### src/rtl/pc_fetch_pkg.sv
// Shared types and constants for the PC fetch sequencer.
package pc_fetch_pkg;

  localparam int unsigned PC_W        = 64;
  localparam int unsigned INSTR_BYTES = 4;
  localparam int unsigned ALIGN_W     = $clog2(INSTR_BYTES);

  typedef enum logic [1:0] {
    REQ   = 2'd0,
    EXEC  = 2'd1,
    FAULT = 2'd2
  } fetch_state_e;

  // True when the PC points at an instruction boundary.
  function automatic logic pc_aligned(input logic [PC_W-1:0] pc);
    return pc[ALIGN_W-1:0] == ALIGN_W'(0);
  endfunction

endpackage

### src/rtl/pc_fetch_sequencer.sv
// Program-counter owner: fetches the instruction at CurrentPC over a req/ack
// handshake, holds it for decode, and loads NextPC on each accepted commit.
module pc_fetch_sequencer
  import pc_fetch_pkg::*;
#(
  parameter logic [PC_W-1:0] RESET_PC = 64'h0,
  parameter int unsigned     INSTR_W  = 32
) (
  input  logic               CLK,
  input  logic               Reset,
  input  logic [PC_W-1:0]    NextPC,
  input  logic               Commit,
  input  logic               Stall,
  output logic               ImemReq,
  output logic [PC_W-1:0]    ImemAddr,
  input  logic               ImemAck,
  input  logic [INSTR_W-1:0] ImemData,
  output logic [PC_W-1:0]    CurrentPC,
  output logic [INSTR_W-1:0] Instruction,
  output logic               InstrValid,
  output logic               Misaligned,
  output logic [31:0]        RetireCount
);

  fetch_state_e state_q;
  fetch_state_e state_d;
  logic         fetch_done;
  logic         commit_ok;

  assign fetch_done = (state_q == REQ) && ImemAck;
  assign commit_ok  = (state_q == EXEC) && Commit && !Stall;

  // State register.
  always_ff @(posedge CLK) begin
    if (Reset) begin
      state_q <= REQ;
    end else begin
      state_q <= state_d;
    end
  end

  // Next-state logic; FAULT is only left through reset.
  always_comb begin
    state_d = state_q;
    case (state_q)
      REQ: begin
        if (ImemAck) state_d = EXEC;
      end
      EXEC: begin
        if (commit_ok) state_d = pc_aligned(NextPC) ? REQ : FAULT;
      end
      FAULT:   state_d = FAULT;
      default: state_d = REQ;
    endcase
  end

  // Handshake outputs are pure decodes of registered state.
  always_comb begin
    ImemReq    = 1'b0;
    InstrValid = 1'b0;
    case (state_q)
      REQ:     ImemReq    = 1'b1;
      EXEC:    InstrValid = 1'b1;
      default: ;
    endcase
  end

  assign ImemAddr = CurrentPC;

  // PC, instruction latch, retire counter and sticky alignment fault.
  always_ff @(posedge CLK) begin
    if (Reset) begin
      CurrentPC   <= RESET_PC;
      Instruction <= INSTR_W'(0);
      RetireCount <= 32'd0;
      Misaligned  <= 1'b0;
    end else begin
      if (fetch_done) begin
        Instruction <= ImemData;
      end
      if (commit_ok) begin
        CurrentPC   <= NextPC;
        RetireCount <= RetireCount + 32'd1;
        if (!pc_aligned(NextPC)) Misaligned <= 1'b1;
      end
    end
  end

endmodule

### config.mk
export PLATFORM = sky130hd
export DESIGN_NAME = pc_fetch_sequencer
export DESIGN_NICKNAME = d
export VERILOG_FILES = /design/src/rtl/pc_fetch_pkg.sv /design/src/rtl/pc_fetch_sequencer.sv
export SDC_FILE = /design/constraint.sdc
export NUM_CORES = 1
export LEC_CHECK = 0
export BUFFER_PORTS_ARGS = -buffer_cell sky130_fd_sc_hd__buf_2
export CAP_MARGIN = 20
export CORE_AREA = 2 2 114 116
export CTS_CLUSTER_DIAMETER = 100
export CTS_CLUSTER_SIZE = 28
export DETAILED_ROUTE_END_ITERATION = 12
export DIE_AREA = 0 0 116 118
export MAX_ROUTING_LAYER = met4
export PLACE_DENSITY_LB_ADDON = 0.2
export SYNTH_ARGS = -nofsm -noshare
export SYNTH_HDL_FRONTEND = slang
export SYNTH_SLANG_ARGS = --single-unit
export TNS_END_PERCENT = 10
### constraint.sdc
create_clock -name CLK -period 2.2 [get_ports CLK]
set_input_delay 0.33 -clock CLK [delete_from_list [all_inputs] [get_ports CLK]]
set_output_delay 0.33 -clock CLK [all_outputs]
set_load 0.02 [all_outputs]
# Word-level counts from Yosys, hierarchy flattened
# Index checks and enable logic that the tools add are counted.
# totals
out_inout_bits	195
elab_cells	25
regBits	131
# op_classes
reduce_logical	8
n_bitwise	1
n_mux	6
eq_ne	4
n_addsub	1
# ops
operator	n
$add 32x1->32 const B	1
$mux 2	3
$pmux 2 s3	1
$logic_not 2->1	2
$ne 2x2->1 const B	2
$reduce_and 2->1	2
$logic_and 1x1->1	3
$eq 2x1->1 const B	1
$eq 2x2->1 const B	1
$mux 1	2
$logic_not 1->1	1
$not 1->1	1

# Depth between registers and ports, before layout
# depth
ltp_word	5
depth_mapped	7
ltp_nobuf	5

# Worst setup path after synthesis
# No wires, ideal clock.
# synth_timing
path_kind	flip-flop to flip-flop
start	register RetireCount[5]
end	register RetireCount[31]
setup_time_ns	0.121
slack_ns	0.196
stages_incl_launch_ff	7
n_path_buf	2
required_time_ns	2.079
synth_period_minus_slack_ns	2.004
arrival_ns	1.883
cell_sequence	dfxtp_1 > and4_1 > clkbuf_1 > nand3_1 > buf_2 > nor4_1 > mux2_2
# synth_between
elab_chain_len	1
# synth_rtl
item	line	rtl
start: declaration	pc_fetch_sequencer.sv:22	output logic [31:0] RetireCount
start signal: assignment	pc_fetch_sequencer.sv:83	RetireCount <= RetireCount + 32'd1;
$add 32x1->32	pc_fetch_sequencer.sv:83	
# Every way passes these cells.
# A chain may end at the register's enable or synchronous reset.

# Worst setup path after layout
# layout_timing
start	register RetireCount[13]
end	register RetireCount[31]
# Same word-level chain as after synthesis.

==> flow_summary.toml <==
[outcome]
status = "complete, no violations"

[logic_synthesis]
synth_top_family_by_area = "simple AND/OR/NAND/NOR gates"
synthAdderAreaFrac_pct = 0.229
syn_area_mm2 = 0.00546
synth-compound-area-share_pct = 12.4
yosys.area_share.simple_pct = 24.1
avgSynthCellArea_um2 = 7.94
synth.mux.area_fraction_pct = 1.44
ys_ff_latch = 131
synth_warnings = 0
synth_xor_area_share_pct = 1.60
synth_cells = 687
ys_types = 33
synth_fp_nets = 789
ys_seq_area_share_pct = 48.1

[die]
start_util_pct = 44.0
die_h_um = 118
fp.dieW_um = 116
io_pins = 296
core_mm2 = 0.0124
rows = 41
dieArea_mm2 = 0.0137

[worst_setup_path]
critPathTopFamily = "simple AND/OR/NAND/NOR gates"
endpoint_kind = "register"
cp-start-kind = "register"
worstPathArrival_ns = 2.34
slowest_stage = "or3_1"
rr_endpoint = "RetireCount[31]"
r2r_cells = 4
r2r_start = "RetireCount[13]"
critPathKind = "register to register"
cpPeakStageDelay_ns = 0.53
cp_cell_sequence = "nand4_1 > or3_1 > nor4_1 > mux2_2"
r2r_slack_ns = 0.16
critPathRequiredTime_ns = 2.50
cp_max_fo = 7
critPathBufInv = 0

[sta]
hold_viol = 0
finalCritPeriodShare_pct = 92.8
worst_pin_slew_ns = 0.708
max_slew_margin_pct = 52.8
min_period_ns = 2.04
clock_skew_ns = 0.00595
slew_viol_final = 0
setup_viol = 0
rsz0062_at_grt = "false"
fmax_mhz = 490
setup-tns-final_ns = 0

[cells_and_area]
drive_gt1_share_pct = 38.4
num-fill-cells = 1213
finalCoreUtilization_pct = 59.1
fin_area_mm2 = 0.00733
num_antenna_cells = 0
layout.cells.most_common = "buf_2"
area_delta_synth_final_pct = 34.4
final-seq-area_mm2 = 0.00262
final_cell_mix = "buf_2 (294), nand2_1 (207), dfxtp_1 (131)"
layout.nets = 1014
multi_input_area_mm2 = 0.00220

[global_route]
grt_use_met2_pct = 37.2
grt_first_pass_wirelength_um = 24200
grt_overflow_total = 0
track_usage_pct = 23.2
antenna_found_initial = 0
grt.met1_usage_pct = 28.6
use_met3_pct = 5.46
grt_max_degree = 69
grt_pass1_vias = 4848
busiest_layer = "met2"

[detailed_routing]
detail_route.iter0.violations = 416
via_per_inst = 4.81
wl_per_cell_um = 14.2
drc = 0
vias = 5277
first_pass_iters = 4
wl_um = 15600
ant_nets = 0

[clock_network]
cts.sinks = 131
path_clk_slew_ns = 0.06
cts_buffers = 17
clk_latency_ns = 0.41
cts_tree = "done"
post_cts_resized = 0
cts_hold_buf = 0
cts.htree.levels = 4
postCtsSetupBuffers = 0
cts_buffer_depth = 2
cts_root_buf = "clkbuf_16"

[placed_design]
dpl_cell_area_mm2 = 0.00670
dp_hpwl_um = 11300
globalplace.congestion = 0.889
port_buffers = 295

[pwr]
vdd_drop_max_mv = 0.482
powerDensity_mw_per_mm2 = 826
p_leak_uw = 0.00344

[flow_run]
cap_violations = 0

[worst_hold_path]
whs_endpoint = "Instruction[7]"
hold_start = "ImemData[7]"
hold_class = "primary input to register"
hold_depth = 3
through the flow:
stage          setup WS (ns)  total power, µW  hold WS, ns  instances
2_1_floorplan          0.196             2870        0.466        687
3_3_place_gp           0.164             3080        0.430       1065
3_5_place_dp           0.134             3090        0.435       1065
4_1_cts                0.170             6120        0.130       1097
5_1_grt               0.0128             6270        0.134       1097
6_report               0.159             6060        0.150       1097
area by class of cell:
class | instances | area share, %
well taps | 172 | 2.93
repair buffers | 313 | 22.4
flip-flops and latches | 131 | 35.8
clock buffers | 23 | 6.65
inverters | 5 | 0.256
clock inverters | 9 | 2.05
multi-input cells | 444 | 30.0
power by group:
part	total, µW	switching (µW)	leakage, µW	internal (µW)
Clock	3020	1010	0.000309	2010
Combinational	542	343	0.00207	199
Sequential	2490	44.3	0.00106	2450
cells in the mapped netlist:
cell       instances  area (µm²)
xnor2_1            5        43.8
o31ai_1            8        60.1
o21ai_0            7        35.0
xor2_1             5        43.8
dfxtp_1          131        2620
buf_1              4        15.0
or3_1              7        43.8
and2b_1            1        7.51
nand4_1            9        56.3
buf_2              5        25.0
nor4bb_1           1        10.0
or4_4              1        11.3
inv_1              5        18.8
nor2b_1            7        43.8
and3_1             4        25.0
a21oi_1          114         571
nand4bb_1          1        11.3
or2b_1             1        7.51
nor2_1            18        67.6
mux2_2             7        78.8
and2_1             2        12.5
nor3_1             3        15.0
or4_1              8        60.1
clkbuf_1          34         128
ha_1               1        12.5
buf_4             64         480
or4b_2             1        10.0
nand3_1           13        65.1
and4_1             4        35.0
nand2_1          207         777
nor4_1             7        43.8
nor4_2             1        12.5
o41ai_1            1        8.76
per-layer routing:
layer	part of all wire (%)	wire [µm]
met3	6.5	1010
met2	49	7660
met5	0	0
met1	43	6660
met4	1.6	246
worst min-delay path, stage by stage:
cell and delay, ns:
buf_2 0.09, nand2_1 0.04, a21oi_1 0.05
sequential cells by signal (all words and copies together) (netlist names):
| name | flops |
|---|---|
| CurrentPC | 64 |
| Instruction | 32 |
| Misaligned | 1 |
| RetireCount | 32 |
| state_q | 2 |
how the worst max path moves through the flow:
stage	from	to	slack (ns)	cells past startpoint
floorplan	RetireCount[5]	RetireCount[31]	0.20	6
global placement	Stall	RetireCount[31]	0.16	6
detailed placement	Stall	RetireCount[31]	0.13	6
CTS	RetireCount[13]	RetireCount[31]	0.17	4
global route	RetireCount[0]	RetireCount[20]	0.01	5
finish	RetireCount[13]	RetireCount[31]	0.16	4
kinds of logic (layout without fill, tap and decap cells):
group	Yosys count	after routing
xor gates and xnor gates	10	10
AOI/OAI and AO/OA	130	130
muxes	7	7
buffers and inverters	112	350
DFF	131	131
and+or+nand+nor	296	296
adders and majority gates	1	1
Power figures use the tool's default switching activity.
